==> config.mk <==
export PLATFORM = sky130hd
export DESIGN_NAME = class_result_merge_flat
export DESIGN_NICKNAME = d
export VERILOG_FILES = /design/src/rtl/class_result_merge_pkg.sv /design/src/rtl/class_result_merge_if.sv /design/src/rtl/class_result_merge_fifo.sv /design/src/rtl/class_result_merge.sv /design/src/flat_wrapper.sv
export SDC_FILE = /design/constraint.sdc
export NUM_CORES = 1
export LEC_CHECK = 0
export ABC_AREA = 0
export CORE_ASPECT_RATIO = 1.25
export CORE_MARGIN = 2
export CORE_UTILIZATION = 60
export CTS_BUF_LIST = sky130_fd_sc_hd__clkbuf_16
export DETAILED_ROUTE_END_ITERATION = 12
export PLACE_DENSITY_LB_ADDON = 0.25
export REMOVE_ABC_BUFFERS = 1
export SLEW_MARGIN = 25
export SYNTH_ARGS = -nofsm -noshare
export SYNTH_HDL_FRONTEND = slang
export SYNTH_HIERARCHICAL = 1
export SYNTH_SLANG_ARGS = --single-unit
==> constraint.sdc <==
create_clock -name clk -period 7 [get_ports clk]
set_input_delay 1.05 -clock clk [delete_from_list [all_inputs] [get_ports clk]]
set_output_delay 1.05 -clock clk [all_outputs]
set_load 0.02 [all_outputs]
==> src/rtl/class_result_merge_pkg.sv <==
// Shared types and constants for the classification result merge block.
// A FIFO entry packs the error flag, the hit flag and the FID/TID pointer.
package class_pkg;

  localparam int VT_AWIDTH_DEF = 15;

  typedef struct packed {
    logic                     err;
    logic                     hit_miss;
    logic [VT_AWIDTH_DEF-1:0] ptr;
  } class_res_t;

  localparam logic RES_SRC_HASH = 1'b0;
  localparam logic RES_SRC_TCAM = 1'b1;

endpackage

==> src/rtl/class_result_merge_if.sv <==
// Lookup result inputs from both sources plus the merged valid/ready output.
// The merge block takes the slave side; whoever feeds and drains it takes the master side.
interface class_result_merge_if #(
  parameter int VT_AWIDTH = 15
);

  logic                 hash_vld;
  logic                 hash_err;
  logic                 hash_hit_miss;
  logic [VT_AWIDTH-1:0] hash_ptr;
  logic                 tcam_vld;
  logic                 tcam_err;
  logic                 tcam_hit_miss;
  logic [VT_AWIDTH-1:0] tcam_ptr;
  logic                 res_vld;
  logic                 res_ready;
  logic                 res_err;
  logic                 res_hit;
  logic                 res_src;
  logic [VT_AWIDTH-1:0] res_ptr;

  modport master (
    output hash_vld, hash_err, hash_hit_miss, hash_ptr,
    output tcam_vld, tcam_err, tcam_hit_miss, tcam_ptr,
    output res_ready,
    input  res_vld, res_err, res_hit, res_src, res_ptr
  );

  modport slave (
    input  hash_vld, hash_err, hash_hit_miss, hash_ptr,
    input  tcam_vld, tcam_err, tcam_hit_miss, tcam_ptr,
    input  res_ready,
    output res_vld, res_err, res_hit, res_src, res_ptr
  );

endinterface

==> src/rtl/class_result_merge_fifo.sv <==
// In-order result FIFO. A push into a full FIFO is dropped unless a pop
// happens on the same edge, in which case the freed slot takes the new entry.
module class_res_fifo #(
  parameter int WIDTH = 17,
  parameter int DEPTH = 8
) (
  input  logic                     clk,
  input  logic                     rst_n,
  input  logic                     push,
  input  logic [WIDTH-1:0]         din,
  input  logic                     pop,
  output logic [WIDTH-1:0]         dout,
  output logic                     empty,
  output logic                     full,
  output logic [$clog2(DEPTH):0]   count
);

  localparam int AW = $clog2(DEPTH);

  logic [WIDTH-1:0] mem_q [DEPTH];
  logic [AW-1:0]    wr_ptr_q, wr_ptr_d;
  logic [AW-1:0]    rd_ptr_q, rd_ptr_d;
  logic [AW:0]      count_q, count_d;
  logic             wr_en, rd_en;

  always_comb begin
    rd_en    = pop && (count_q != '0);
    wr_en    = push && ((count_q != (AW+1)'(DEPTH)) || rd_en);
    wr_ptr_d = wr_en ? wr_ptr_q + AW'(1) : wr_ptr_q;
    rd_ptr_d = rd_en ? rd_ptr_q + AW'(1) : rd_ptr_q;
    count_d  = count_q;
    case ({wr_en, rd_en})
      2'b10:   count_d = count_q + (AW+1)'(1);
      2'b01:   count_d = count_q - (AW+1)'(1);
      default: count_d = count_q;
    endcase
  end

  always_ff @(posedge clk) begin
    if (!rst_n) begin
      wr_ptr_q <= '0;
      rd_ptr_q <= '0;
      count_q  <= '0;
    end else begin
      wr_ptr_q <= wr_ptr_d;
      rd_ptr_q <= rd_ptr_d;
      count_q  <= count_d;
    end
  end

  // Storage needs no reset: the pointers and count alone define what is valid.
  always_ff @(posedge clk) begin
    if (wr_en) mem_q[wr_ptr_q] <= din;
  end

  assign dout  = mem_q[rd_ptr_q];
  assign empty = (count_q == '0);
  assign full  = (count_q == (AW+1)'(DEPTH));
  assign count = count_q;

endmodule

==> src/rtl/class_result_merge.sv <==
// Pairs one hash result with one TCAM result per packet, resolves priority
// (error, then exact-match hit, then TCAM hit) and keeps saturating statistics.
module class_result_merge
  import class_pkg::*;
#(
  parameter int VT_AWIDTH    = VT_AWIDTH_DEF,
  parameter int DEPTH        = 8,
  parameter int AFULL_MARGIN = 2,
  parameter int CNT_WIDTH    = 32
) (
  input  logic                 clk,
  input  logic                 rst_n,
  class_result_merge_if.slave  bus,
  output logic                 merge_afull,
  output logic [1:0]           ovf_sticky,
  input  logic                 cnt_clr,
  output logic [CNT_WIDTH-1:0] cnt_hash_hit,
  output logic [CNT_WIDTH-1:0] cnt_tcam_hit,
  output logic [CNT_WIDTH-1:0] cnt_miss,
  output logic [CNT_WIDTH-1:0] cnt_err
);

  localparam int EW = VT_AWIDTH + 2;
  localparam int CW = $clog2(DEPTH) + 1;
  localparam logic [CW-1:0] AFULL_TH = CW'(DEPTH - AFULL_MARGIN);

  logic                 hash_in_vld_q, hash_in_vld_d;
  logic [EW-1:0]        hash_in_q, hash_in_d;
  logic                 tcam_in_vld_q, tcam_in_vld_d;
  logic [EW-1:0]        tcam_in_q, tcam_in_d;

  logic [EW-1:0]        h_dout, t_dout;
  logic                 h_empty, h_full, t_empty, t_full;
  logic [CW-1:0]        h_count, t_count;
  logic [CW-1:0]        h_cnt_nxt, t_cnt_nxt;
  logic                 h_wr, t_wr, h_drop, t_drop;
  logic                 pair_load, res_hs;

  logic                 res_vld_q, res_vld_d;
  logic                 res_err_q, res_err_d;
  logic                 res_hit_q, res_hit_d;
  logic                 res_src_q, res_src_d;
  logic [VT_AWIDTH-1:0] res_ptr_q, res_ptr_d;
  logic                 merge_afull_q, merge_afull_d;
  logic [1:0]           ovf_q, ovf_d;

  logic [CNT_WIDTH-1:0] cnt_hash_q, cnt_hash_d;
  logic [CNT_WIDTH-1:0] cnt_tcam_q, cnt_tcam_d;
  logic [CNT_WIDTH-1:0] cnt_miss_q, cnt_miss_d;
  logic [CNT_WIDTH-1:0] cnt_err_q, cnt_err_d;

  function automatic logic [CNT_WIDTH-1:0] sat_inc(input logic [CNT_WIDTH-1:0] v);
    return (&v) ? v : v + CNT_WIDTH'(1);
  endfunction

  // Input capture stage: the extra register sets the two-edge pairing latency.
  always_comb begin
    hash_in_vld_d = bus.hash_vld;
    hash_in_d     = {bus.hash_err, bus.hash_hit_miss, bus.hash_ptr};
    tcam_in_vld_d = bus.tcam_vld;
    tcam_in_d     = {bus.tcam_err, bus.tcam_hit_miss, bus.tcam_ptr};
  end

  class_res_fifo #(.WIDTH(EW), .DEPTH(DEPTH)) u_hash_fifo (
    .clk   (clk),
    .rst_n (rst_n),
    .push  (hash_in_vld_q),
    .din   (hash_in_q),
    .pop   (pair_load),
    .dout  (h_dout),
    .empty (h_empty),
    .full  (h_full),
    .count (h_count)
  );

  class_res_fifo #(.WIDTH(EW), .DEPTH(DEPTH)) u_tcam_fifo (
    .clk   (clk),
    .rst_n (rst_n),
    .push  (tcam_in_vld_q),
    .din   (tcam_in_q),
    .pop   (pair_load),
    .dout  (t_dout),
    .empty (t_empty),
    .full  (t_full),
    .count (t_count)
  );

  always_comb begin
    res_hs    = res_vld_q && bus.res_ready;
    pair_load = !h_empty && !t_empty && (!res_vld_q || bus.res_ready);

    res_vld_d = res_vld_q;
    res_err_d = res_err_q;
    res_hit_d = res_hit_q;
    res_src_d = res_src_q;
    res_ptr_d = res_ptr_q;
    if (pair_load) begin
      res_vld_d = 1'b1;
      res_err_d = 1'b0;
      res_hit_d = 1'b0;
      res_src_d = RES_SRC_HASH;
      res_ptr_d = '0;
      if (h_dout[EW-1] || t_dout[EW-1]) begin
        res_err_d = 1'b1;
      end else if (h_dout[EW-2]) begin
        res_hit_d = 1'b1;
        res_ptr_d = h_dout[VT_AWIDTH-1:0];
      end else if (t_dout[EW-2]) begin
        res_hit_d = 1'b1;
        res_src_d = RES_SRC_TCAM;
        res_ptr_d = t_dout[VT_AWIDTH-1:0];
      end
    end else if (res_hs) begin
      res_vld_d = 1'b0;
    end
  end

  // Throttle looks at the occupancy the FIFOs will have after this edge.
  always_comb begin
    h_wr   = hash_in_vld_q && (!h_full || pair_load);
    t_wr   = tcam_in_vld_q && (!t_full || pair_load);
    h_drop = hash_in_vld_q && h_full && !pair_load;
    t_drop = tcam_in_vld_q && t_full && !pair_load;
    h_cnt_nxt = h_count + CW'(h_wr) - CW'(pair_load);
    t_cnt_nxt = t_count + CW'(t_wr) - CW'(pair_load);
    merge_afull_d = (h_cnt_nxt >= AFULL_TH) || (t_cnt_nxt >= AFULL_TH);
    ovf_d = ovf_q | {t_drop, h_drop};
  end

  always_comb begin
    cnt_hash_d = cnt_hash_q;
    cnt_tcam_d = cnt_tcam_q;
    cnt_miss_d = cnt_miss_q;
    cnt_err_d  = cnt_err_q;
    if (cnt_clr) begin
      cnt_hash_d = '0;
      cnt_tcam_d = '0;
      cnt_miss_d = '0;
      cnt_err_d  = '0;
    end else if (res_hs) begin
      if (res_err_q)                      cnt_err_d  = sat_inc(cnt_err_q);
      else if (!res_hit_q)                cnt_miss_d = sat_inc(cnt_miss_q);
      else if (res_src_q == RES_SRC_TCAM) cnt_tcam_d = sat_inc(cnt_tcam_q);
      else                                cnt_hash_d = sat_inc(cnt_hash_q);
    end
  end

  always_ff @(posedge clk) begin
    if (!rst_n) begin
      hash_in_vld_q <= 1'b0;
      hash_in_q     <= '0;
      tcam_in_vld_q <= 1'b0;
      tcam_in_q     <= '0;
      res_vld_q     <= 1'b0;
      res_err_q     <= 1'b0;
      res_hit_q     <= 1'b0;
      res_src_q     <= 1'b0;
      res_ptr_q     <= '0;
      merge_afull_q <= 1'b0;
      ovf_q         <= '0;
      cnt_hash_q    <= '0;
      cnt_tcam_q    <= '0;
      cnt_miss_q    <= '0;
      cnt_err_q     <= '0;
    end else begin
      hash_in_vld_q <= hash_in_vld_d;
      hash_in_q     <= hash_in_d;
      tcam_in_vld_q <= tcam_in_vld_d;
      tcam_in_q     <= tcam_in_d;
      res_vld_q     <= res_vld_d;
      res_err_q     <= res_err_d;
      res_hit_q     <= res_hit_d;
      res_src_q     <= res_src_d;
      res_ptr_q     <= res_ptr_d;
      merge_afull_q <= merge_afull_d;
      ovf_q         <= ovf_d;
      cnt_hash_q    <= cnt_hash_d;
      cnt_tcam_q    <= cnt_tcam_d;
      cnt_miss_q    <= cnt_miss_d;
      cnt_err_q     <= cnt_err_d;
    end
  end

  assign bus.res_vld   = res_vld_q;
  assign bus.res_err   = res_err_q;
  assign bus.res_hit   = res_hit_q;
  assign bus.res_src   = res_src_q;
  assign bus.res_ptr   = res_ptr_q;
  assign merge_afull   = merge_afull_q;
  assign ovf_sticky    = ovf_q;
  assign cnt_hash_hit  = cnt_hash_q;
  assign cnt_tcam_hit  = cnt_tcam_q;
  assign cnt_miss      = cnt_miss_q;
  assign cnt_err       = cnt_err_q;

endmodule

==> src/flat_wrapper.sv <==
// flat-port wrapper written by rule: the top's interface ports become plain ports
module class_result_merge_flat import class_pkg::*;
#(
  parameter int VT_AWIDTH    = VT_AWIDTH_DEF,
  parameter int DEPTH        = 8,
  parameter int AFULL_MARGIN = 2,
  parameter int CNT_WIDTH    = 32
)
  (clk, rst_n, merge_afull, ovf_sticky, cnt_clr, cnt_hash_hit, cnt_tcam_hit, cnt_miss, cnt_err, bus_hash_vld, bus_hash_err, bus_hash_hit_miss, bus_hash_ptr, bus_tcam_vld, bus_tcam_err, bus_tcam_hit_miss, bus_tcam_ptr, bus_res_ready, bus_res_vld, bus_res_err, bus_res_hit, bus_res_src, bus_res_ptr);
  class_result_merge_if #(.VT_AWIDTH(VT_AWIDTH)) bus_i ();
  input  logic clk;
  input  logic rst_n;
  output logic merge_afull;
  output logic [1:0] ovf_sticky;
  input  logic cnt_clr;
  output logic [CNT_WIDTH-1:0] cnt_hash_hit;
  output logic [CNT_WIDTH-1:0] cnt_tcam_hit;
  output logic [CNT_WIDTH-1:0] cnt_miss;
  output logic [CNT_WIDTH-1:0] cnt_err;
  input wire logic [$bits(bus_i.hash_vld)-1:0] bus_hash_vld;
  input wire logic [$bits(bus_i.hash_err)-1:0] bus_hash_err;
  input wire logic [$bits(bus_i.hash_hit_miss)-1:0] bus_hash_hit_miss;
  input wire logic [$bits(bus_i.hash_ptr)-1:0] bus_hash_ptr;
  input wire logic [$bits(bus_i.tcam_vld)-1:0] bus_tcam_vld;
  input wire logic [$bits(bus_i.tcam_err)-1:0] bus_tcam_err;
  input wire logic [$bits(bus_i.tcam_hit_miss)-1:0] bus_tcam_hit_miss;
  input wire logic [$bits(bus_i.tcam_ptr)-1:0] bus_tcam_ptr;
  input wire logic [$bits(bus_i.res_ready)-1:0] bus_res_ready;
  output wire logic [$bits(bus_i.res_vld)-1:0] bus_res_vld;
  output wire logic [$bits(bus_i.res_err)-1:0] bus_res_err;
  output wire logic [$bits(bus_i.res_hit)-1:0] bus_res_hit;
  output wire logic [$bits(bus_i.res_src)-1:0] bus_res_src;
  output wire logic [$bits(bus_i.res_ptr)-1:0] bus_res_ptr;
  assign bus_i.hash_vld = bus_hash_vld;
  assign bus_i.hash_err = bus_hash_err;
  assign bus_i.hash_hit_miss = bus_hash_hit_miss;
  assign bus_i.hash_ptr = bus_hash_ptr;
  assign bus_i.tcam_vld = bus_tcam_vld;
  assign bus_i.tcam_err = bus_tcam_err;
  assign bus_i.tcam_hit_miss = bus_tcam_hit_miss;
  assign bus_i.tcam_ptr = bus_tcam_ptr;
  assign bus_i.res_ready = bus_res_ready;
  assign bus_res_vld = bus_i.res_vld;
  assign bus_res_err = bus_i.res_err;
  assign bus_res_hit = bus_i.res_hit;
  assign bus_res_src = bus_i.res_src;
  assign bus_res_ptr = bus_i.res_ptr;
  class_result_merge #(.VT_AWIDTH(VT_AWIDTH), .DEPTH(DEPTH), .AFULL_MARGIN(AFULL_MARGIN), .CNT_WIDTH(CNT_WIDTH)) u_core (.clk(clk), .rst_n(rst_n), .bus(bus_i), .merge_afull(merge_afull), .ovf_sticky(ovf_sticky), .cnt_clr(cnt_clr), .cnt_hash_hit(cnt_hash_hit), .cnt_tcam_hit(cnt_tcam_hit), .cnt_miss(cnt_miss), .cnt_err(cnt_err));
endmodule
* Word-level counts from Yosys, hierarchy flattened
Memories as Yosys holds them, arrays and structs flattened. A register that Yosys moved wholly into a read port is not among the register bits.
Cells that the tools add are included.
Widths: inputs -> output; s select.
** Storage, ports and cells
- Memories :: 2
- Logic and storage cells :: 121
- Bits in registers :: 206
- Output and inout bits :: 150
- RAM bits :: 272
** Operators by class
- Add/subtract/negate cells :: 16
- Bitwise gates (word level) :: 9
- Equal/unequal tests :: 8
- Multiplexer cells :: 21
- $lt $le $gt $ge :: 2
- Reductions and logical operators :: 42
** Memories
- u_core.u_hash_fifo.mem_q :: depth 8, width 17, rd ports 1, clocked after Yosys merged registers in 1, wr ports 1, line class_result_merge_fifo.sv:20 : logic [WIDTH-1:0] mem_q [DEPTH];
- u_core.u_tcam_fifo.mem_q :: depth 8, width 17, rd ports 1, clocked after Yosys merged registers in 1, wr ports 1, line class_result_merge_fifo.sv:20
** Operators with widths (count)
- $add 32x1->32 const B :: 4
- $reduce_and 32->1 :: 4
- $mux 15 :: 3
- $pmux 4 s2 :: 2
- $logic_and 1x1->1 :: 13
- $add 3x1->3 const B :: 4
- $mux 1 :: 12
- $mux 3 :: 4
- $reduce_and 5->1 :: 2
- $add 4x1->4 :: 2
- $add 4x1->4 const B :: 2
- $eq 4x4->1 const B :: 2
- $ge 4x3->1 const B :: 2
- $logic_not 4->1 :: 2
- $ne 4x4->1 const B :: 2
- $not 1->1 :: 8
- $reduce_bool 4->1 :: 2
- $sub 4x1->4 :: 2
- $sub 4x1->4 const B :: 2
- $logic_or 1x1->1 :: 7
- $logic_not 1->1 :: 6
- $reduce_bool 2->1 :: 3
- $eq 2x1->1 const B :: 2
- $eq 2x2->1 const B :: 2
- other kinds (4) :: 4

* Logic depth before layout (Yosys ltp)
- Word-level depth :: 10
- Depth in mapped cells :: 15
- Gate-level depth less buffers :: 13

* Modules after synthesis
Netlist, hierarchy kept.
** Modules (own cells, without submodules)
- class_res_fifo :: times used 2, area an instance 5784.3 sq um, cells an instance 270
- class_result_merge :: times used 1, area an instance 8745.9 sq um, cells an instance 1005

* Worst setup path after synthesis
No wires, ideal clock.
- Kind :: input port to flip-flop
- From :: input bus_res_ready
- To :: memory u_core.u_hash_fifo.mem_q[0][0] (enable)
- Buffers on the path :: 0
- Setup slack :: 3.144 ns
- Stages :: 5
- Data required time :: 6.565 ns
- Arrival :: 3.421 ns
- Cell sequence :: nor2b_1 -> nand2b_1 -> inv_1 -> o21ai_4 -> nor4_1
** Between the ends
- Word-level cells in the longest chain between the ends :: 7
** Ends and longest elaborated chain
- from (decl) :: line flat_wrapper.sv:28 : input wire logic [$bits(bus_i.res_ready)-1:0] bus_res_ready;
- $logic_or 1x1->1 :: line class_result_merge.sv:90 : pair_load = !h_empty && !t_empty && (!res_vld_q || bus.res_ready);
- $logic_and 1x1->1 :: line class_result_merge.sv:90
- net u_core.pair_load :: line class_result_merge.sv:37 : logic pair_load, res_hs;
- $logic_and 1x1->1 :: line class_result_merge_fifo.sv:27 : rd_en = pop && (count_q != '0);
- $logic_or 1x1->1 :: line class_result_merge_fifo.sv:28 : wr_en = push && ((count_q != (AW+1)'(DEPTH)) || rd_en);
- $logic_and 1x1->1 :: line class_result_merge_fifo.sv:28
- $mux 1 :: line class_result_merge_fifo.sv:53 : if (wr_en) mem_q[wr_ptr_q] <= din;
- $mux 1 (implied by the code) :: line class_result_merge_fifo.sv:53
- to (decl) :: line class_result_merge_fifo.sv:20
The timed path passes the listed nets, and every way through them passes these cells.

* Worst setup path after layout
- From :: input bus_res_ready
- To :: register u_core.u_tcam_fifo.count_q[2], in the netlist u_core/u_tcam_fifo/count[2]
** Between the ends
- Word-level cells in the longest chain between the ends :: 7
- Elaborated cells between the ends (all ways) :: 9
** Ends and longest elaborated chain
- $logic_or 1x1->1 * :: line class_result_merge.sv:90
- $logic_and 1x1->1 * :: line class_result_merge.sv:90
- net u_core.pair_load :: line class_result_merge.sv:37
- $logic_and 1x1->1 * :: line class_result_merge_fifo.sv:27
- $logic_or 1x1->1 :: line class_result_merge_fifo.sv:28
- $logic_and 1x1->1 :: line class_result_merge_fifo.sv:28
- $eq 2x1->1 / $eq 2x2->1 (equally long branches) :: line class_result_merge_fifo.sv:32 : case ({wr_en, rd_en})
- $pmux 4 s2 / $reduce_bool 2->1 (equally long branches)
- to (signal assigned) :: line class_result_merge_fifo.sv:47 : count_q <= count_d;
- to (decl) :: line class_result_merge_fifo.sv:23 : logic [AW:0] count_q, count_d;
Mark *: on every way through the listed nets, which the timed path passes. The rest lies on a longest branch.
A chain may end at the register's enable or synchronous reset.

==> flow_metrics.tcl <==
set metrics [dict create \
    slowest_delay_ns 0.82 \
    via_per_inst 6.335 \
    n_antenna_cell 0 \
    whs_endpoint "u_core/cnt_tcam_hit[22]" \
    io_pins 190 \
    drt-initial-drc-count 1319 \
    syn2layout_area_growth_pct 18.77 \
    gp_congestion 0.8918 \
    grt_usage_pct 25.21 \
    cts_hold_buffers 0 \
    ys.flop_type "edfxtp_1" \
    startpoint_type "input pin" \
    period_share_pct 65.30 \
    post_cts_buffers 0 \
    syn_avg_cell_area_sq_um 13.15 \
    synth_cells 1545 \
    die_w_um 168.6 \
    cts-buffers-inserted 46 \
    final_max_slew_viol_count 0 \
    final_util_pct 72.02 \
    vias 13841 \
    core_area_sq_mm 0.03350 \
    async_reset_ff_share_pct 0 \
    critical-path-top-delay-family "simple AND/OR/NAND/NOR gates" \
    grtUsageMet3_pct 3.696 \
    grt_max_degree 96 \
    r2r_end "u_core/u_tcam_fifo/count[2]" \
    setup_viol 0 \
    grt.busiest_layer "met2" \
    clock_sinks 484 \
    met2_usage_pct 44.00 \
    ys_types 65 \
    insertion_delay_ns 0.56 \
    synth-edff-count 272 \
    p_leak_nw 7.596 \
    worst_slew_pin_slew_ns 1.048 \
    cts_tree "yes" \
    rr_worst_depth 12 \
    nets 1789 \
    drt-total-wl_mm 45.12 \
    worstSetupPathType "input pin to register" \
    grt_remaining_overflow 0 \
    powerDensity_mw_per_mm2 234.3 \
    ys_ff_latch 484 \
    fin_crit_ns 4.571 \
    grt_use_met1_pct 32.41 \
    dieArea_sq_mm 0.03536 \
    seq_area_sq_mm 0.01241 \
    drc 0 \
    setup_ws_ns 2.429 \
    die_y_um 209.7 \
    syn_area_sq_mm 0.02031 \
    antenna_found_initial 0 \
    fin_skew_ns 0.01944 \
    rsz0062_at_grt "no" \
    drive_gt1_share_pct 12.60 \
    grt_pass1_vias 13163 \
    irDropWorstVdd_uv 308.0 \
    floorplan.initialDensity_pct 60.64 \
    reg2reg_slack_ns 2.74 \
    dpl_worst_slack_ns 2.175 \
    required_ns 7.48 \
    crit_path_max_fanout 22 \
    multiInputGateArea_sq_mm 0.007548 \
    fillers 2185 \
    r2r_start "u_core/u_tcam_fifo/count[1]" \
    io_buffers 189 \
    totalNegativeSetupSlack_ns 0 \
    synth_warnings 6 \
    rows 75 \
    crit_buf_inv 2 \
    status "completed" \
    dpl.hpwl_mm 27.94 \
    cp_cell_sequence "clkdlybuf4s50_1, nor2b_1, nand2b_1, inv_1, o21ai_4, ha_1, xor2_1, ha_1, a21oi_1, xor2_1, or3_1, a21boi_0" \
    final_common_cell "edfxtp_1" \
    synth_seq_area_share_pct 61.10 \
    grt_first_pass_wirelength_mm 70.27 \
    drtPass1Iterations 9 \
    cts_buffer_depth 3 \
    cap_violations 0 \
    ant_nets 0 \
    max_freq_mhz 218.8 \
    slew_headroom_pct 30.12 \
    cp.arrival_ns 5.05 \
    layout_common_cells "272 x edfxtp_1, 210 x dfxtp_1, 188 x clkdlybuf4s50_1" \
    cts_resized 0 \
    cts-root-buf "clkbuf_16" \
    endpoint_kind "register" \
    clk_pin_slew_ns 0.06 \
    finalHoldViolations 0 \
    wire_per_inst_um 20.65 \
    hp-start "u_core/cnt_tcam_hit[22]" \
    hold_path_class "register to register" \
    htreeDepth 2 \
    critical_path.slowest_cell "nand2b_1" \
    min_path_cells 2 \
]
cell usage after synthesis (all sizes together), types with 3 or more instances:
library cell | number | area (sq um)
nand3b | 5 | 37.54
a2111oi | 4 | 36.29
ha | 22 | 275.3
a21boi | 4 | 30.03
o31ai | 43 | 322.8
o21ai | 50 | 272.8
and2 | 51 | 319.1
a211oi | 3 | 22.52
xor2 | 16 | 140.1
dfxtp | 212 | 4244
nor3 | 22 | 115.1
nor4 | 30 | 215.2
mux2 | 34 | 382.9
and4 | 20 | 175.2
a21oi | 88 | 440.4
nand2 | 79 | 296.5
edfxtp | 272 | 8168
nor2b | 24 | 150.1
clkbuf | 64 | 240.2
a31oi | 5 | 31.28
nand2b | 27 | 168.9
nor4bb | 3 | 30.03
inv | 24 | 90.09
o211ai | 15 | 112.6
nand3 | 51 | 255.2
nand4 | 42 | 275.3
buf | 18 | 106.4
nor2 | 40 | 150.1
mux2i | 22 | 220.2
or4 | 45 | 339.1
o21a | 4 | 30.03
and3 | 24 | 150.1
mux4 | 68 | 1531
or3 | 47 | 294.0
a222oi | 15 | 150.1
xnor2 | 25 | 219.0
worst reg2reg max path, stage by stage, from the launching register on:
cell and delay, ns:
dfxtp_1 0.41, nor4_1 0.42, nor2_1 0.12, nand2b_1 0.75, inv_1 0.56, o21ai_4 0.47
ha_1 0.33, xor2_1 0.22, ha_1 0.20, a21oi_1 0.06, xor2_1 0.17, or3_1 0.31
a21boi_0 0.16
how the worst max path moves through the flow:
stage | startpoint | end | depth (start not counted)
2_1_floorplan | bus_res_ready | u_core/u_hash_fifo/mem_q[0][0] | 5
3_3_place_gp | bus_res_ready | u_core/u_tcam_fifo/count[2] | 12
3_5_place_dp | bus_res_ready | u_core/u_hash_fifo/count[2] | 12
4_1_cts | bus_res_ready | u_core/u_tcam_fifo/count[2] | 12
5_1_grt | bus_res_ready | u_core/u_tcam_fifo/count[2] | 12
6_report | bus_res_ready | u_core/u_tcam_fifo/count[2] | 12
flip-flops by register name, indices dropped and copies added, names as in the netlist, named ones only:
| signal | flops |
|---|---|
| u_core/u_tcam_fifo/wr_ptr_q | 3 |
| u_core/bus.res_vld | 1 |
| u_core/hash_in_q | 17 |
| u_core/tcam_in_vld_q | 1 |
| u_core/ovf_sticky | 2 |
| u_core/u_hash_fifo/wr_ptr_q | 3 |
| u_core/cnt_tcam_hit | 32 |
| u_core/u_hash_fifo/count | 4 |
| u_core/bus.res_err | 1 |
| u_core/u_tcam_fifo/mem_q | 136 |
| u_core/hash_in_vld_q | 1 |
| u_core/cnt_err | 32 |
| u_core/bus.res_ptr | 15 |
| u_core/u_hash_fifo/rd_ptr_q | 3 |
| u_core/cnt_hash_hit | 32 |
| u_core/cnt_miss | 32 |
| u_core/bus.res_hit | 1 |
| u_core/u_tcam_fifo/rd_ptr_q | 3 |
| u_core/u_tcam_fifo/count | 4 |
| u_core/merge_afull | 1 |
| u_core/u_hash_fifo/mem_q | 136 |
| u_core/bus.res_src | 1 |
| u_core/tcam_in_q | 17 |
power breakdown:
group | leakage, nW | total (mW) | internal (mW) | switching (mW)
Sequential | 4.22 | 3.07 | 3.04 | 0.0389
Clock | 0.730 | 2.40 | 1.36 | 1.04
Combinational | 2.65 | 0.178 | 0.0864 | 0.0920
Total | 7.60 | 5.65 | 4.49 | 1.17
kinds of logic after synthesis:
logic type,synth area share [%]
AND/OR/NAND/NOR,15.12
adder cells (fa/ha/maj),1.552
multiplexers,10.51
buffers and inverters,2.150
flip-flops,61.10
AO/OA/AOI/OAI,7.804
XOR/XNOR,1.768
metal layers:
metal | wire (um) | share of wire (%)
met3 | 2910 | 6.5
met2 | 22870 | 51
met4 | 1449 | 3.2
met5 | 0 | 0
met1 | 17890 | 40
area by class of cell:
type	instances	share of cell area, %
sequential	484	51.45
multi-input combinational	955	31.29
timing repair buffer	214	8.681
inverter	24	0.3734
clock inverter	38	1.136
clock buffer	47	4.875
tap	423	2.194
per-stage QoR:
| step | power (mW) | hold WS (ns) | cells | cell area (sq um) |
|---|---|---|---|---|
| floorplan | 3.224 | 0.4863 | 1463 | 19970 |
| global placement | 3.299 | 0.4639 | 2099 | 22650 |
| detailed placement | 3.311 | 0.4805 | 2099 | 22650 |
| CTS | 5.695 | 0.4902 | 2184 | 24100 |
| global route | 5.826 | 0.5155 | 2185 | 24130 |
| finish | 5.652 | 0.4892 | 2185 | 24130 |
(Power assumes the default switching activity.)
